[config.mk]
export PLATFORM = sky130hd
export DESIGN_NAME = fifo_write_arbiter
export DESIGN_NICKNAME = d
export VERILOG_FILES = /design/src/rtl/fifo_write_arbiter.sv
export SDC_FILE = /design/constraint.sdc
export NUM_CORES = 1
export LEC_CHECK = 0
export CORE_MARGIN = 2
export CORE_UTILIZATION = 30
export CTS_CLUSTER_SIZE = 28
export DETAILED_ROUTE_END_ITERATION = 12
export MAX_ROUTING_LAYER = met4
export PLACE_DENSITY = 0.78
export REMOVE_ABC_BUFFERS = 1
export SLEW_MARGIN = 20
export SYNTH_ARGS = -nofsm -noshare
export SYNTH_HDL_FRONTEND = slang
export SYNTH_SLANG_ARGS = --single-unit
export TNS_END_PERCENT = 100
[constraint.sdc]
create_clock -name clk -period 2.87 [get_ports clk]
set_clock_uncertainty 0.2 [all_clocks]
set_input_delay 0.574 -clock clk [delete_from_list [all_inputs] [get_ports clk]]
set_output_delay 0.574 -clock clk [all_outputs]
set_load 0.01 [all_outputs]
[src/rtl/fifo_write_arbiter.sv]
// Round-robin arbiter sharing one FIFO write port among NUM_REQ valid/ready producers.
// Bursts of up to MAX_BURST words per grant; FIFO occupancy is mirrored locally.

module fifo_write_arbiter_lane #(
    parameter int DW = 16
) (
    input  logic          sel_i,
    input  logic          busy_i,
    input  logic          full_i,
    input  logic          valid_i,
    input  logic [DW-1:0] data_i,
    output logic          ready_o,
    output logic          hs_o,
    output logic          valid_o,
    output logic [DW-1:0] data_o
);
    // Ready is a function of registered state only, never of valid.
    assign ready_o = sel_i & busy_i & ~full_i;
    assign hs_o    = ready_o & valid_i;
    assign valid_o = sel_i & valid_i;
    assign data_o  = data_i & {DW{sel_i}};
endmodule

module fifo_write_arbiter #(
    parameter int NUM_REQ      = 4,
    parameter int DATA_WIDTH   = 16,
    parameter int FIFO_ENTRIES = 16,
    parameter int MAX_BURST    = 4,
    localparam int GW = $clog2(NUM_REQ),
    localparam int CW = $clog2(FIFO_ENTRIES + 1)
) (
    input  logic                          clk,
    input  logic                          resetn,
    input  logic [NUM_REQ-1:0]            req_valid,
    input  logic [NUM_REQ*DATA_WIDTH-1:0] req_data,
    output logic [NUM_REQ-1:0]            req_ready,
    output logic                          fifo_w_en,
    output logic [DATA_WIDTH-1:0]         fifo_d_in,
    input  logic                          fifo_r_en,
    output logic [CW-1:0]                 fifo_count,
    output logic                          fifo_full,
    output logic                          fifo_empty,
    output logic                          busy,
    output logic [GW-1:0]                 grant_id
);
    localparam int BW = (MAX_BURST > 1) ? $clog2(MAX_BURST) : 1;

    typedef enum logic {IDLE, GRANT} state_e;

    state_e          state_q, state_d;
    logic [GW-1:0]   grant_q, grant_d;
    logic [GW-1:0]   last_q, last_d;
    logic [BW-1:0]   burst_q, burst_d;
    logic [CW-1:0]   count_q, count_d;

    logic [NUM_REQ-1:0]                 lane_sel, lane_hs, lane_vld;
    logic [NUM_REQ-1:0][DATA_WIDTH-1:0] lane_data;
    logic                               full, hs, valid_g, rd;
    logic                               pick_vld;
    logic [GW-1:0]                      pick;

    assign full = (count_q == CW'(FIFO_ENTRIES));

    for (genvar g = 0; g < NUM_REQ; g++) begin : g_lane
        assign lane_sel[g] = (grant_q == GW'(g));
        fifo_write_arbiter_lane #(.DW(DATA_WIDTH)) u_lane (
            .sel_i   (lane_sel[g]),
            .busy_i  (state_q == GRANT),
            .full_i  (full),
            .valid_i (req_valid[g]),
            .data_i  (req_data[g*DATA_WIDTH +: DATA_WIDTH]),
            .ready_o (req_ready[g]),
            .hs_o    (lane_hs[g]),
            .valid_o (lane_vld[g]),
            .data_o  (lane_data[g])
        );
    end

    assign hs      = |lane_hs;
    assign valid_g = |lane_vld;

    always_comb begin
        fifo_d_in = '0;
        for (int i = 0; i < NUM_REQ; i++) fifo_d_in = fifo_d_in | lane_data[i];
    end

    // Scan from farthest to nearest so the first requester after last_q wins.
    always_comb begin
        pick_vld = 1'b0;
        pick     = last_q;
        for (int off = NUM_REQ; off >= 1; off--) begin
            if (req_valid[GW'((int'(last_q) + off) % NUM_REQ)]) begin
                pick_vld = 1'b1;
                pick     = GW'((int'(last_q) + off) % NUM_REQ);
            end
        end
    end

    always_comb begin
        state_d = state_q;
        grant_d = grant_q;
        last_d  = last_q;
        burst_d = burst_q;
        case (state_q)
            IDLE: begin
                if (pick_vld) begin
                    state_d = GRANT;
                    grant_d = pick;
                    last_d  = pick;
                    burst_d = '0;
                end
            end
            GRANT: begin
                // A full stall holds the grant unless the producer withdraws.
                if (!valid_g) begin
                    state_d = IDLE;
                end else if (hs) begin
                    if (burst_q == BW'(MAX_BURST - 1)) state_d = IDLE;
                    else                               burst_d = burst_q + BW'(1);
                end
            end
            default: state_d = IDLE;
        endcase
    end

    // Reads of an empty FIFO are ignored, matching the FIFO's own behaviour.
    assign rd = fifo_r_en && (count_q != '0);

    always_comb begin
        count_d = count_q;
        if (hs && !rd)      count_d = count_q + CW'(1);
        else if (!hs && rd) count_d = count_q - CW'(1);
    end

    always_ff @(posedge clk or negedge resetn) begin
        if (!resetn) begin
            state_q <= IDLE;
            grant_q <= '0;
            last_q  <= GW'(NUM_REQ - 1);
            burst_q <= '0;
            count_q <= '0;
        end else begin
            state_q <= state_d;
            grant_q <= grant_d;
            last_q  <= last_d;
            burst_q <= burst_d;
            count_q <= count_d;
        end
    end

    assign fifo_w_en  = hs;
    assign fifo_count = count_q;
    assign fifo_full  = full;
    assign fifo_empty = (count_q == '0);
    assign busy       = (state_q == GRANT);
    assign grant_id   = grant_q;
endmodule

==> Yosys cells after proc, flatten, opt, wreduce, memory -nomap -nowiden <==
Index checks and enable logic that the tools add are counted.
{ "classes": {"add_sub_neg": 7, "order_cmp": 4, "eq_ne": 9, "mux": 32, "n_bitwise": 25, "reduce_logical": 13} }
{ "op_table": {"columns": ["op", "count"], "rows": [
  ["$and A16 B16 Y16", 4],
  ["$or A16 B16 Y16", 3],
  ["$and A1 B1 Y1", 16],
  ["$lt A2 B4 Y1 const B", 4],
  ["$mux W1", 16],
  ["$mux W2", 8],
  ["$mux W5", 2],
  ["$bmux W1 S2", 4],
  ["$reduce_or A4 Y1", 2],
  ["$add A2 B1 Y2 const B", 3],
  ["$eq A2 B2 Y1 const B", 3],
  ["$add A5 B1 Y5 const B", 1],
  ["$eq A5 B5 Y1 const B", 1],
  ["$logic_not A5 Y1", 1],
  ["$reduce_bool A5 Y1", 1],
  ["$sub A5 B1 Y5 const B", 1],
  ["$add A2 B2 Y2 const B", 2],
  ["$ne A2 B1 Y1 const B", 2],
  ["$ne A2 B2 Y1 const B", 2],
  ["$pmux W2 S2", 1],
  ["$reduce_and A4 Y1", 1],
  ["$logic_and A1 B1 Y1", 3],
  ["$eq A2 B1 Y1 const B", 1],
  ["$logic_not A1 Y1", 2],
  ["other kinds (5)", 6]
]} }
{ "totals": {"regBits": 12, "inputBits": 71, "out_inout_bits": 31} }

==> Depth between registers and ports, before layout <==
{ "logic_depth": {"ltp_word": 10, "mapped_depth": 10, "depth_no_buf": 10} }

==> Hierarchy <==
From an unflattened synthesis, not the netlist that was laid out.
{ "hier_totals": {"hier_cells": 185, "area_unflattened_um2": 1545.2} }
{ "modules_own_cells": {"columns": ["mod", "instances", "cells_per_inst", "area_each_um2", "seq_area_each_um2"], "rows": [
  ["fifo_write_arbiter", 1, 105, 949.7, 302.8],
  ["fifo_write_arbiter_lane", 4, 20, 148.9, 0.0]
]} }

==> Worst setup path before layout <==
No wires, ideal clock.
{ "synth_path": {"kind": "input-to-reg", "start": "input req_valid[3]", "end": "register count_q[4] (netlist: fifo_count[4])", "arrival_time_ps": 2536, "required_ps": 2532, "path_slack_ps": -4, "stages": 9, "path_buffers": 0, "path_cell_list": "mux4_2 -> and3_1 -> ha_1 -> inv_1 -> ha_1 -> nor2b_1 -> o21a_1 -> o2111ai_1 -> o311ai_1"} }
{ "synth_via": {"elab_chain_cells": 5} }
{ "synth_lines": {"columns": ["item", "line_no", "source"], "rows": [
  ["from (decl)", "34", "input logic [NUM_REQ-1:0] req_valid,"],
  ["$and A1 B1 Y1 (*)", "19", "assign hs_o = ready_o & valid_i;"],
  ["$reduce_or A4 Y1 (*)", "79", "assign hs = |lane_hs;"],
  ["named net fifo_w_en", "37", "output logic fifo_w_en,"],
  ["$logic_not A1 Y1", "132", "else if (!hs && rd) count_d = count_q - CW'(1);"],
  ["$logic_and A1 B1 Y1", "132", null],
  ["$reduce_bool A2 Y1 (no source line)", null, null],
  ["to (signal assigned)", "147", "count_q <= count_d;"],
  ["to (decl)", "54", "logic [CW-1:0] count_q, count_d;"]
]} }
Mark *: on every way through the listed nets, which the timed path passes. The rest lies on a longest branch.
A chain may end at the register's enable or synchronous reset.

==> Worst setup path after layout <==
{ "layout_path": {"start": "register count_q[1] (netlist: fifo_count[1])", "end": "register count_q[4] (netlist: fifo_count[4])"} }
{ "layout_via": {"elab_chain_cells": 8} }
{ "layout_lines": {"columns": ["item", "line_no", "source"], "rows": [
  ["$eq A5 B5 Y1", "62", "assign full = (count_q == CW'(FIFO_ENTRIES));"],
  ["$not A1 Y1", "18", "assign ready_o = sel_i & busy_i & ~full_i;"],
  ["$and A1 B1 Y1", "18", null],
  ["$and A1 B1 Y1", "19", null],
  ["$reduce_or A4 Y1", "79", null],
  ["$logic_not A1 Y1", "132", null],
  ["$logic_and A1 B1 Y1", "132", null],
  ["$reduce_bool A2 Y1 (no source line)", null, null]
]} }
Parallel ways exist; a longest one is shown, timed or not. The select of a mux whose other input is x is not followed.

==> flow_summary.ini <==
[sta]
max_freq_ghz = 0.3620
finalSetupViolations = 0
layout_min_cycle_time_ns = 2.762
worst_hold_slack_ns = 0.3093
finalSetupTns_ns = 0
relSlewSlack = 0.6358
layout_setup_ws_ns = 0.1077
worst_pin_slew_ns = 0.5446
finalHoldViolations = 0
finalCritPeriodShare = 0.9625
slew_violations = 0

[synthesis]
synth_edf_count = 0
yosys-top-cells-count = 17 x mux4_2, 13 x nand2_1, 10 x dfrtp_1, 10 x nor2_1, 7 x o21ai_0
syn_area_um2 = 1257
synth_seq_cells = 12
syn_area_per_cell_um2 = 10.48
seq_area_frac_synth = 0.2408
synth_ff_type = dfrtp_1
yosysMostFrequentCell = mux4_2
yosys.area.top_type = mux4_2
syn_inst = 120
synth_cell_types = 35
ys.warnings.count = 0
async_reset_ff_frac = 1.000
synth.top_cell.area_share = 0.3045
synthTopCellsByArea = mux4_2 30%, dfrtp_1 20%, ha_1 6.0%

[routing]
drc = 0
drt_iter0_markers = 36
ant_nets = 0
drt-wirelength-per-cell_um = 15.98
vias_per_cell = 5.071
vias = 1435
routed_wl_um = 4521
firstDrtPassIters = 4

[critical_path]
end_kind = flop
crit_path_start = fifo_count[1]
cp_max_fo = 4
crit_type = reg2reg
path_cells = or4_1 -> o21ai_1 -> ha_4 -> inv_4 -> buf_4 -> ha_1 -> or3_1 -> o2111ai_2 -> o311ai_1
critPathArrivalTime_ns = 2.69
crit_path_top_delay_cell = or4_1
path_delay_family = simple AND/OR/NAND/NOR gates
critical_path.max_stage_delay_ns = 0.56
r2r-start = fifo_count[1]
cp.required_ns = 2.79
startpoint_type = flop
cp.buffers_inverters = 2

[hold_path]
worstHoldStart = burst_q[0]
hp-class = reg2reg

[floorplan]
num_io_pins = 102
core.rowCount = 23
fp.dieW_um = 68.74
die_h_um = 68.74
start_util = 0.3121
core_area_um2 = 4029
die_area_um2 = 4725

[clock_tree]
clock_latency_ns = 0.25
cts_root_buffer = clkbuf_8
cts.sinks = 12
clk_pin_slew_worst_paths_ns = 0.06
h-tree-depth = 1
post-cts-setup-buffer-count = 0
cts_buffers = 3
clock_path_buffers = 2
cts_tree = yes

[outcome]
status = complete, no violations

[layout]
drive_gt1_frac = 0.2232
antennaDiodeCount = 0
multi_input_area_um2 = 919.6
final-seq-area_um2 = 302.8
area_growth_pct = 101.0
nNetsFinal = 312
utilization = 0.6273
n_fill_cell = 323

[pwr]
power_density_nw_per_um2 = 964.5
p_leak_nw = 1.041
max-vdd-ir-drop_v = 0.0007136
power.total_w = 0.002438

[placement]
hpwl_um = 3623
place_congestion = 0.8637
port_buffers = 101
pre_cts_ws_ns = -0.3971

[global_routing]
globalRouteOverflowTotal = 0
grt_pass1_vias = 1401
grt_max_degree = 22
grt_pass1_wl_um = 6561
grt.total_usage = 0.1934
antenna_found_initial = 0

[run]
maxCapViolCount = 0
-- registers in the layout (all words and copies together), names as in the netlist --
name        flops
busy            1
grant_id        2
fifo_count      5
burst_q         2
last_q          2
-- layout make-up --
cell class,count,share of cell area
multi-input combinational,91,0.3639
tap,50,0.02475
timing repair buffer,120,0.4599
inverter,6,0.009901
sequential,12,0.1198
clock buffer,4,0.02178
-- power breakdown --
part	internal, W	switching (W)
logic	0.00109	0.000782
registers	0.000271	0.000101
clock network	0.000122	0.0000685
-- what timing repair did --
action / CTS / global route
gates cloned: 0 / 0
endpoints found under the setup margin: 4 / 23
hold buffers: 0 / 0
endpoints found under the hold margin: 0 / 0
gates resized for setup: 5 / 14
pin swaps: 1 / 5
-- cells in the final DEF, fill, tap and decap left out, types with 2 or more instances in the layout --
cell type         n
mux4_2           17
xnor2_1           2
ha_1              4
clkdlybuf4s50_1  96
nand2b_1          2
inv_1             5
dfrtp_1          10
buf_4            18
dfstp_2           2
mux2i_1           3
nor2_1           10
nor3_1            4
dlymetal6s2s_1    3
nand2_1          13
clkbuf_8          4
o21ai_1           2
o21ai_0           5
dlygate4sd2_1     2
or3_1             2
a21oi_1           3
ha_4              2
nand3_1           3
-- final timing paths --
check                                      to  slack, ns  depth (start not counted)
worst max register to register  fifo_count[4]       0.11                          9
worst min-delay path               burst_q[0]       0.31                          1
worst min register to register     burst_q[0]       0.31                          1
max in group asynchronous           last_q[1]       1.62                          1
worst max-delay path            fifo_count[4]       0.11                          9
min in group asynchronous       fifo_count[3]       0.48                          1
-- metrics by stage --
step	instances	area [µm²]
CTS	283	2469
global placement	279	2409
finish	283	2527
floorplan	109	1192
global route	283	2527
detailed placement	279	2409
-- routing by layer --
metal	up-vias	global-route usage	wire, µm
met2	70	0.3678	2424
met4	0	0.06863	107
li1	680	-	-
met1	674	0.1974	1515
met3	11	0.03409	473
met5	-	-	0
-- cell families (layout without fill, tap and decap cells) --
kind of cell / count (synthesis) / in the layout / synth area share
AOI/OAI and AO/OA: 19 / 19 / 0.09852
xor gates and xnor gates: 3 / 3 / 0.02090
adders and majority gates: 7 / 7 / 0.07562
buffers and inverters: 17 / 130 / 0.06966
DFF: 12 / 12 / 0.2408
muxes: 20 / 20 / 0.3284
and+or+nand+nor: 42 / 42 / 0.1662
-- worst reg2reg max path: stages, from the launching register on --
cell       delay, ns
dfrtp_1         0.39
or4_1           0.56
o21ai_1         0.25
ha_4            0.22
inv_4           0.04
buf_4           0.14
ha_1            0.18
or3_1           0.36
o2111ai_2       0.17
o311ai_1        0.11
Note: power is estimated with default switching activity, not from simulation.
